**src/rtl/pipe_ctrl_pkg.sv**
```systemverilog
//------------------------------------------------------------------------------
// Module  : pipe_ctrl_pkg
// Brief   : Shared types and default constants for the pipeline sequencer.
// Revision: 1.0 - initial release
//------------------------------------------------------------------------------
`default_nettype none

package pipe_ctrl_pkg;

    localparam int NUM_STG_DEF   = 5;
    localparam int FLUSH_CYC_DEF = 2;
    localparam int CNT_W_DEF     = 32;

    typedef enum logic [1:0] {
        PC_RUN    = 2'd0,
        PC_FLUSH  = 2'd1,
        PC_DRAIN  = 2'd2,
        PC_HALTED = 2'd3
    } pipe_ctrl_state_e;

    // Registers at or below the flush index are the younger ones to discard.
    function automatic logic in_kill_range(input int stg, input int idx);
        return (stg <= idx);
    endfunction

endpackage

`default_nettype wire

```
**src/rtl/pipe_ctrl_if.sv**
```systemverilog
//------------------------------------------------------------------------------
// Module  : pipe_ctrl_if
// Brief   : Handshake/strobe bundle between pipe_ctrl and the stage registers.
//           PIPE_CTRL_PERF_EN adds the performance counter outputs.
// Revision: 1.0 - initial release
//------------------------------------------------------------------------------
`default_nettype none

interface pipe_ctrl_if
    import pipe_ctrl_pkg::*;
#(
    parameter int NUM_STG = NUM_STG_DEF
`ifdef PIPE_CTRL_PERF_EN
    ,
    parameter int CNT_W   = CNT_W_DEF
`endif
);

    localparam int IDX_W = (NUM_STG > 1) ? $clog2(NUM_STG) : 1;

    logic               src_vld_in;
    logic               src_rdy_out;
    logic [NUM_STG-1:0] stall_in;
    logic               dst_rdy_in;
    logic               dst_vld_out;
    logic               flush_in;
    logic [IDX_W-1:0]   flush_idx_in;
    logic               halt_in;
    logic               halted_out;
    logic [NUM_STG-1:0] wr_out;
    logic [NUM_STG-1:0] rd_out;
    logic [NUM_STG-1:0] kill_out;
    logic [NUM_STG-1:0] vld_out;
`ifdef PIPE_CTRL_PERF_EN
    logic [CNT_W-1:0]   stall_cnt_out;
    logic [CNT_W-1:0]   flush_cnt_out;
`endif

`ifdef PIPE_CTRL_PERF_EN
    modport slave (
        input  src_vld_in, stall_in, dst_rdy_in, flush_in, flush_idx_in, halt_in,
        output src_rdy_out, dst_vld_out, halted_out, wr_out, rd_out, kill_out, vld_out,
        output stall_cnt_out, flush_cnt_out
    );
    modport master (
        output src_vld_in, stall_in, dst_rdy_in, flush_in, flush_idx_in, halt_in,
        input  src_rdy_out, dst_vld_out, halted_out, wr_out, rd_out, kill_out, vld_out,
        input  stall_cnt_out, flush_cnt_out
    );
`else
    modport slave (
        input  src_vld_in, stall_in, dst_rdy_in, flush_in, flush_idx_in, halt_in,
        output src_rdy_out, dst_vld_out, halted_out, wr_out, rd_out, kill_out, vld_out
    );
    modport master (
        output src_vld_in, stall_in, dst_rdy_in, flush_in, flush_idx_in, halt_in,
        input  src_rdy_out, dst_vld_out, halted_out, wr_out, rd_out, kill_out, vld_out
    );
`endif

endinterface

`default_nettype wire

```
**src/rtl/pipe_ctrl_perf.sv**
```systemverilog
//------------------------------------------------------------------------------
// Module  : pipe_ctrl_perf
// Brief   : Saturating stall/flush event counter pair; present only when
//           PIPE_CTRL_PERF_EN is defined.
// Revision: 1.0 - initial release
//------------------------------------------------------------------------------
`default_nettype none

`ifdef PIPE_CTRL_PERF_EN
module pipe_ctrl_perf #(
    parameter int CNT_W = 32
) (
    input  wire logic             clk_in,
    input  wire logic             reset_in,
    input  wire logic             i_stall_evt,
    input  wire logic             i_flush_evt,
    output logic [CNT_W-1:0]      o_stall_cnt,
    output logic [CNT_W-1:0]      o_flush_cnt
);

    localparam logic [CNT_W-1:0] c_CNT_MAX = '1;
    localparam logic [CNT_W-1:0] c_CNT_ONE = {{(CNT_W-1){1'b0}}, 1'b1};

    logic [CNT_W-1:0] r_stall_cnt;
    logic [CNT_W-1:0] r_flush_cnt;

    always_ff @(posedge clk_in) begin
        if (reset_in) begin
            r_stall_cnt <= '0;
            r_flush_cnt <= '0;
        end else begin
            if (i_stall_evt && (r_stall_cnt != c_CNT_MAX)) begin
                r_stall_cnt <= r_stall_cnt + c_CNT_ONE;
            end
            if (i_flush_evt && (r_flush_cnt != c_CNT_MAX)) begin
                r_flush_cnt <= r_flush_cnt + c_CNT_ONE;
            end
        end
    end

    assign o_stall_cnt = r_stall_cnt;
    assign o_flush_cnt = r_flush_cnt;

endmodule
`endif

`default_nettype wire

```
**src/rtl/pipe_ctrl.sv**
```systemverilog
//------------------------------------------------------------------------------
// Module  : pipe_ctrl
// Brief   : Occupancy/handshake sequencer for a chain of single-entry stage
//           registers with flush kill and halt drain. PIPE_CTRL_PERF_EN adds
//           saturating stall/flush counters.
// Revision: 1.0 - initial release
//------------------------------------------------------------------------------
`default_nettype none

module pipe_ctrl
    import pipe_ctrl_pkg::*;
#(
    parameter int NUM_STG   = NUM_STG_DEF,
    parameter int FLUSH_CYC = FLUSH_CYC_DEF
`ifdef PIPE_CTRL_PERF_EN
    ,
    parameter int CNT_W     = CNT_W_DEF
`endif
) (
    input  wire logic    clk_in,
    input  wire logic    reset_in,
    pipe_ctrl_if.slave   pc_bus
);

    localparam logic [3:0] c_FLUSH_LOAD = 4'(FLUSH_CYC - 1);

    pipe_ctrl_state_e   r_state;
    pipe_ctrl_state_e   w_state_nxt;
    logic [3:0]         r_fcnt;
    logic [3:0]         w_fcnt_nxt;
    logic [NUM_STG-1:0] r_occ;
    logic [NUM_STG-1:0] w_occ_nxt;

    logic [NUM_STG-1:0] w_ksel;
    logic [NUM_STG-1:0] w_adv;
    logic [NUM_STG-1:0] w_wr;
    logic [NUM_STG-1:0] w_kill;
    logic               w_acc0;
    logic               w_run;
    logic               w_src_rdy;
    logic               w_live;

    // Accept ripples from the retire end back toward fetch in one cycle.
    always_comb begin : c_ripple
        logic w_down;
        w_ksel = '0;
        w_adv  = '0;
        w_down = pc_bus.dst_rdy_in;
        for (int i = NUM_STG - 1; i >= 0; i--) begin
            w_ksel[i] = pc_bus.flush_in & in_kill_range(i, int'(pc_bus.flush_idx_in));
            w_adv[i]  = r_occ[i] & ~pc_bus.stall_in[i] & w_down & ~w_ksel[i];
            w_down    = ~r_occ[i] | w_adv[i];
        end
        w_acc0 = w_down;
    end

    assign w_run     = (r_state == PC_RUN);
    assign w_src_rdy = w_acc0 & w_run & ~pc_bus.flush_in & ~pc_bus.halt_in;
    assign w_wr      = {w_adv[NUM_STG-2:0], w_src_rdy & pc_bus.src_vld_in};
    assign w_kill    = r_occ & w_ksel;
    assign w_occ_nxt = w_wr | (r_occ & ~w_adv & ~w_kill);

    always_comb begin : c_fsm
        w_state_nxt = r_state;
        w_fcnt_nxt  = r_fcnt;
        case (r_state)
            PC_RUN: begin
                if (pc_bus.flush_in) begin
                    w_state_nxt = PC_FLUSH;
                    w_fcnt_nxt  = c_FLUSH_LOAD;
                end else if (pc_bus.halt_in) begin
                    w_state_nxt = PC_DRAIN;
                end
            end
            PC_FLUSH: begin
                if (pc_bus.flush_in) begin
                    w_fcnt_nxt = c_FLUSH_LOAD;
                end else if (r_fcnt == 4'd0) begin
                    w_state_nxt = pc_bus.halt_in ? PC_DRAIN : PC_RUN;
                end else begin
                    w_fcnt_nxt = r_fcnt - 4'd1;
                end
            end
            PC_DRAIN: begin
                // A flush while draining only kills; quiesce is judged next cycle.
                if (!pc_bus.flush_in && (w_occ_nxt == '0)) begin
                    w_state_nxt = PC_HALTED;
                end
            end
            PC_HALTED: begin
                if (!pc_bus.halt_in) begin
                    w_state_nxt = PC_RUN;
                end
            end
            default: begin
                w_state_nxt = PC_RUN;
            end
        endcase
    end

    always_ff @(posedge clk_in) begin
        if (reset_in) begin
            r_state <= PC_RUN;
            r_fcnt  <= 4'd0;
            r_occ   <= '0;
        end else begin
            r_state <= w_state_nxt;
            r_fcnt  <= w_fcnt_nxt;
            r_occ   <= w_occ_nxt;
        end
    end

    // Every output is held low for the whole time reset is asserted.
    assign w_live = ~reset_in;

    assign pc_bus.src_rdy_out = w_src_rdy & w_live;
    assign pc_bus.dst_vld_out = r_occ[NUM_STG-1] & ~pc_bus.stall_in[NUM_STG-1] & w_live;
    assign pc_bus.halted_out  = (r_state == PC_HALTED) & w_live;
    assign pc_bus.wr_out      = w_wr   & {NUM_STG{w_live}};
    assign pc_bus.rd_out      = w_adv  & {NUM_STG{w_live}};
    assign pc_bus.kill_out    = w_kill & {NUM_STG{w_live}};
    assign pc_bus.vld_out     = r_occ  & {NUM_STG{w_live}};

`ifdef PIPE_CTRL_PERF_EN
    pipe_ctrl_perf #(
        .CNT_W (CNT_W)
    ) u_perf (
        .clk_in      (clk_in),
        .reset_in    (reset_in),
        .i_stall_evt (pc_bus.src_vld_in & ~w_src_rdy & w_run & w_live),
        .i_flush_evt (pc_bus.flush_in & w_live),
        .o_stall_cnt (pc_bus.stall_cnt_out),
        .o_flush_cnt (pc_bus.flush_cnt_out)
    );
`endif

endmodule

`default_nettype wire
```
**src/flat_wrapper.sv**
```systemverilog
// flat-port wrapper written by rule: the top's interface ports become plain ports
module pipe_ctrl_flat import pipe_ctrl_pkg::*;
#(
    parameter int NUM_STG   = NUM_STG_DEF,
    parameter int FLUSH_CYC = FLUSH_CYC_DEF

)
  (clk_in, reset_in, pc_bus_src_vld_in, pc_bus_stall_in, pc_bus_dst_rdy_in, pc_bus_flush_in, pc_bus_flush_idx_in, pc_bus_halt_in, pc_bus_src_rdy_out, pc_bus_dst_vld_out, pc_bus_halted_out, pc_bus_wr_out, pc_bus_rd_out, pc_bus_kill_out, pc_bus_vld_out);
  pipe_ctrl_if #(.NUM_STG(NUM_STG)) pc_bus_i ();
  input  wire logic clk_in;
  input  wire logic reset_in;
  input wire logic [$bits(pc_bus_i.src_vld_in)-1:0] pc_bus_src_vld_in;
  input wire logic [$bits(pc_bus_i.stall_in)-1:0] pc_bus_stall_in;
  input wire logic [$bits(pc_bus_i.dst_rdy_in)-1:0] pc_bus_dst_rdy_in;
  input wire logic [$bits(pc_bus_i.flush_in)-1:0] pc_bus_flush_in;
  input wire logic [$bits(pc_bus_i.flush_idx_in)-1:0] pc_bus_flush_idx_in;
  input wire logic [$bits(pc_bus_i.halt_in)-1:0] pc_bus_halt_in;
  output wire logic [$bits(pc_bus_i.src_rdy_out)-1:0] pc_bus_src_rdy_out;
  output wire logic [$bits(pc_bus_i.dst_vld_out)-1:0] pc_bus_dst_vld_out;
  output wire logic [$bits(pc_bus_i.halted_out)-1:0] pc_bus_halted_out;
  output wire logic [$bits(pc_bus_i.wr_out)-1:0] pc_bus_wr_out;
  output wire logic [$bits(pc_bus_i.rd_out)-1:0] pc_bus_rd_out;
  output wire logic [$bits(pc_bus_i.kill_out)-1:0] pc_bus_kill_out;
  output wire logic [$bits(pc_bus_i.vld_out)-1:0] pc_bus_vld_out;
  assign pc_bus_i.src_vld_in = pc_bus_src_vld_in;
  assign pc_bus_i.stall_in = pc_bus_stall_in;
  assign pc_bus_i.dst_rdy_in = pc_bus_dst_rdy_in;
  assign pc_bus_i.flush_in = pc_bus_flush_in;
  assign pc_bus_i.flush_idx_in = pc_bus_flush_idx_in;
  assign pc_bus_i.halt_in = pc_bus_halt_in;
  assign pc_bus_src_rdy_out = pc_bus_i.src_rdy_out;
  assign pc_bus_dst_vld_out = pc_bus_i.dst_vld_out;
  assign pc_bus_halted_out = pc_bus_i.halted_out;
  assign pc_bus_wr_out = pc_bus_i.wr_out;
  assign pc_bus_rd_out = pc_bus_i.rd_out;
  assign pc_bus_kill_out = pc_bus_i.kill_out;
  assign pc_bus_vld_out = pc_bus_i.vld_out;
  pipe_ctrl #(.NUM_STG(NUM_STG), .FLUSH_CYC(FLUSH_CYC)) u_core (.clk_in(clk_in), .reset_in(reset_in), .pc_bus(pc_bus_i));
endmodule
```
**config.mk**
```make
export PLATFORM = sky130hd
export DESIGN_NAME = pipe_ctrl_flat
export DESIGN_NICKNAME = d
export VERILOG_FILES = /design/src/rtl/pipe_ctrl_pkg.sv /design/src/rtl/pipe_ctrl_if.sv /design/src/rtl/pipe_ctrl_perf.sv /design/src/rtl/pipe_ctrl.sv /design/src/flat_wrapper.sv
export SDC_FILE = /design/constraint.sdc
export NUM_CORES = 1
export LEC_CHECK = 0
export CORE_MARGIN = 8
export CORE_UTILIZATION = 44
export CTS_CLUSTER_DIAMETER = 200
export DETAILED_ROUTE_END_ITERATION = 7
export PLACE_DENSITY = 0.95
export SYNTH_ARGS = -nofsm -noshare
export SYNTH_HDL_FRONTEND = slang
export SYNTH_SLANG_ARGS = --single-unit
```
**constraint.sdc**
```tcl
create_clock -name clk_in -period 4.23 [get_ports clk_in]
set_clock_uncertainty 0.1 [all_clocks]
set_input_delay 1.269 -clock clk_in [delete_from_list [all_inputs] [get_ports clk_in]]
set_output_delay 1.269 -clock clk_in [all_outputs]
set_load 0.01 [all_outputs]
```
==> Implementation_results.wiki <==
{| class="wikitable"
! Metric !! Value
|-
| Post-placement cell area || 0.00134 mm²
|-
| Critical path class || primary input to output pin
|-
| Vias || 990
|-
| Post-route cell area || 0.00136 mm²
|-
| 1st-iter DRT viols || 36
|-
| Crit path capture type || output pin
|-
| Beginning of the critical path || pc_bus_dst_rdy_in
|-
| Ranking of synthesized cells by instance count || sky130_fd_sc_hd__dfxtp_1 (11), sky130_fd_sc_hd__nor2_1 (10), sky130_fd_sc_hd__a21oi_1 (8), sky130_fd_sc_hd__nand2_1 (8), sky130_fd_sc_hd__inv_1 (7)
|-
| Netlist area before placement || 816 µm²
|-
| Buffers inserted by post-CTS timing repair || 0
|-
| Number of buffers on the longest clock path || 2
|-
| Clock-pin transition on the worst setup and hold timing paths || 0.06 ns
|-
| Maximum resistive drop on vdd || 226 µV
|-
| Worst-path cell with the longest stage delay || sky130_fd_sc_hd__clkdlybuf4s50_1
|-
| Clock sink count || 11
|-
| DIE WIDTH || 59.1 µm
|-
| CP max stage delay || 0.48 ns
|-
| Setup total negative slack || 0 ns
|-
| Cts hold-fix bufs || 0
|-
| Warnings from Yosys || 0
|-
| DRC violations left || 0
|-
| Placed wire-length estimate || 2140 µm
|-
| Count of flip-flops with a built-in enable after synthesis || 0
|-
| Power per standard cell area || 184 mW/mm²
|-
| Total congestion overflow || 0
|-
| Crit Path Max Fanout || 5
|-
| Antenna-violating nets left || 0
|-
| Via count of the first global-routing pass || 1008
|-
| Number of detailed-routing iterations run before antenna repair || 4
|-
| Area Growth Syn to Fin || 66.7%
|-
| Worst Hold Launch || u_core.r_fcnt[0]
|-
| Status || complete, no violations
|-
| Antenna violations before repair || 0
|-
| Flip-flop cell with the highest count after synthesis || sky130_fd_sc_hd__dfxtp_1
|-
| Clock tree from TritonCTS || built
|-
| Proportion of netlist area held by the largest area contributor || 27.0%
|-
| Starting density of the core || 46.7%
|-
| Synth unique cells || 35
|-
| Cells after Synth || 111
|-
| Leakage Power || 0.617 nW
|-
| Core Box Area || 0.00175 mm²
|-
| Launch point of the worst reg-to-reg path || u_core.r_fcnt[0]
|-
| Count of antenna diodes in the layout || 0
|-
| Die outline area || 0.00349 mm²
|-
| Count of state elements after synthesis || 11
|-
| Share of flip-flops with an asynchronous set or reset || 0%
|-
| Total GRT Usage || 16.3%
|-
| Global placement routability congestion || 0.902
|-
| Area contributors post-synth || sky130_fd_sc_hd__dfxtp_1 (27%), sky130_fd_sc_hd__a21oi_1 (4.9%), sky130_fd_sc_hd__nor2_1 (4.6%)
|-
| Setup repair after global routing missed its margin || yes
|-
| Synthesized area per cell || 7.35 µm²
|-
| Slew margin rel. || 76.2%
|-
| Net count reported at finish || 184
|-
| Clk_lat worst skew || 0.26 ns
|-
| CP Cell Sequence || clkdlybuf4s50_1, nor2b_1, o21a_2, a21boi_1, nor4_2, dlygate4sd2_1
|-
| Max-cap viol count || 0
|-
| Time the worst path needs with I/O delays and setup || 4.17 ns
|-
| Buffers on Ports || 36
|-
| Vertical extent of the die || 59.1 µm
|-
| Class of the tightest hold or removal check || register to register
|-
| Cell at the root of the clock tree || sky130_fd_sc_hd__clkbuf_4
|-
| Top achievable clock speed || 0.240 GHz
|-
| Transition time at the pin with the least slew margin || 0.353 ns
|-
| R2R cell count || 6
|-
| Most common cell in the netlist || sky130_fd_sc_hd__dfxtp_1
|-
| Critical Path Start Type || primary input
|-
| Overall power || 250 µW
|-
| Post-place setup slack || -0.352 ns
|-
| TritonCTS buffer count || 3
|-
| Hold Path Cell Cnt || 2
|-
| Dominant cell type by area after synthesis || sky130_fd_sc_hd__dfxtp_1
|-
| Sequential-to-total area share from yosys stat || 27.0%
|-
| Final number of hold-violating endpoints || 0
|-
| Arrival time at the worst endpoint || 2.81 ns
|-
| Fraction of layout cells with a size suffix above 1 || 19.2%
|-
| Drt total wl || 2790 µm
|-
| Via density || 5.16
|-
| Number of max-slew violations in the final report || 0
|-
| Minimum setup slack in the final design || 0.0557 ns
|-
| Clock H-tree levels || 1
|-
| Average wire per cell in the routed design || 14.5 µm
|-
| Crit share post-route || 98.7%
|-
| Final instance count without filler cells || 192
|-
| Final setup violation count || 0
|-
| Placed cells || 188
|-
| Number of top-level pins || 37
|-
| Global-route wire length before repair || 4550 µm
|-
| Req. time, crit path || 2.86 ns
|-
| Maximum number of pins on one net before global-route repair || 11
|-
| Standard-cell row count || 15
|-
| Number of nets produced by synthesis || 127
|}
## stage by stage
stage	hold WS [ns]	util [%]
2_1_floorplan	0.354	-
3_3_place_gp	0.365	76.5
4_1_cts	0.385	77.7
5_1_grt	0.436	77.9
6_report	0.383	77.9
3_5_place_dp	0.376	76.5
## layer usage
metal  global-route usage, %  share of wire [%]  up-vias
li1                        -                  -      504
met1                    17.6                 41      448
met2                    29.6                 52       34
met3                    3.69                5.9        4
met4                    6.48                1.4        0
met5                       0                  0        -
## layout make-up
| cell class | count | area (µm²) |
|---|---|---|
| Fill cell | 130 | 385 |
| Multi-Input combinational cell | 87 | 548 |
| Timing Repair Buffer | 58 | 508 |
| Tap cell | 25 | 31.3 |
| Inverter | 7 | 26.3 |
| Sequential cell | 11 | 220 |
| Clock buffer | 4 | 26.3 |
## path summary, 6_finish.rpt
| path | to | slack (ns) |
|---|---|---|
| worst min register to register | u_core.r_fcnt[0] | 0.38 |
| worst max register to register | u_core.r_fcnt[0] | 2.58 |
| worst min-delay path | u_core.r_fcnt[0] | 0.38 |
| worst max-delay path | pc_bus_rd_out[1] | 0.06 |
## timing repair
| item | in CTS | in global routing |
|---|---|---|
| gates resized for setup | 17 | 1 |
| endpoints found under the setup margin | 15 | 3 |
| pin swaps | 1 | 0 |
## kinds of logic (layout without fill, tap and decap cells)
family | after synthesis | after routing | share of synthesized area (%)
buffers and inverters | 13 | 69 | 7.82
flip-flops | 11 | 11 | 27.0
XOR/XNOR | 2 | 2 | 2.15
AND/OR/NAND/NOR | 54 | 54 | 35.9
adder cells (fa/ha/maj) | 2 | 2 | 3.07
AO/OA/AOI/OAI | 29 | 29 | 24.1
## critical path, delay by kind of cell
kind	cells	cell delay, ns
buffers and inverters	2	0.80
and+or+nand+nor	2	0.40
AOI/OAI and AO/OA	2	0.32
## where the power goes
part / internal [mW] / total (mW) / switching (mW) / leakage [nW]
Sequential: 0.108 / 0.112 / 0.00417 / 0.0895
Combinational: 0.0371 / 0.0689 / 0.0318 / 0.512
Clock: 0.0364 / 0.0691 / 0.0327 / 0.0150
Total: 0.181 / 0.250 / 0.0687 / 0.617
## registers in the layout, indices dropped and copies added, names as in the netlist
signal	flops
u_core.r_occ	5
u_core.r_state	2
u_core.r_fcnt	4
## cell usage in the layout, fill, tap and decap left out, types with 3 or more instances in the layout
cell type | synthesis | final
sky130_fd_sc_hd__nand3b_1 | 3 | 3
sky130_fd_sc_hd__clkbuf_4 | 0 | 3
sky130_fd_sc_hd__dfxtp_1 | 11 | 11
sky130_fd_sc_hd__buf_4 | 4 | 22
sky130_fd_sc_hd__nand2_1 | 8 | 8
sky130_fd_sc_hd__a21oi_1 | 8 | 8
sky130_fd_sc_hd__nor2b_1 | 5 | 5
sky130_fd_sc_hd__nand2b_1 | 4 | 4
sky130_fd_sc_hd__o21ai_0 | 4 | 4
sky130_fd_sc_hd__nand3_1 | 6 | 6
sky130_fd_sc_hd__nor2_1 | 10 | 10
sky130_fd_sc_hd__and2_1 | 3 | 3
sky130_fd_sc_hd__nor3_1 | 6 | 5
sky130_fd_sc_hd__dlygate4sd2_1 | 0 | 14
sky130_fd_sc_hd__inv_1 | 7 | 7
sky130_fd_sc_hd__clkdlybuf4s50_1 | 0 | 22
No activity file was read; power rests on OpenSTA's default activity.
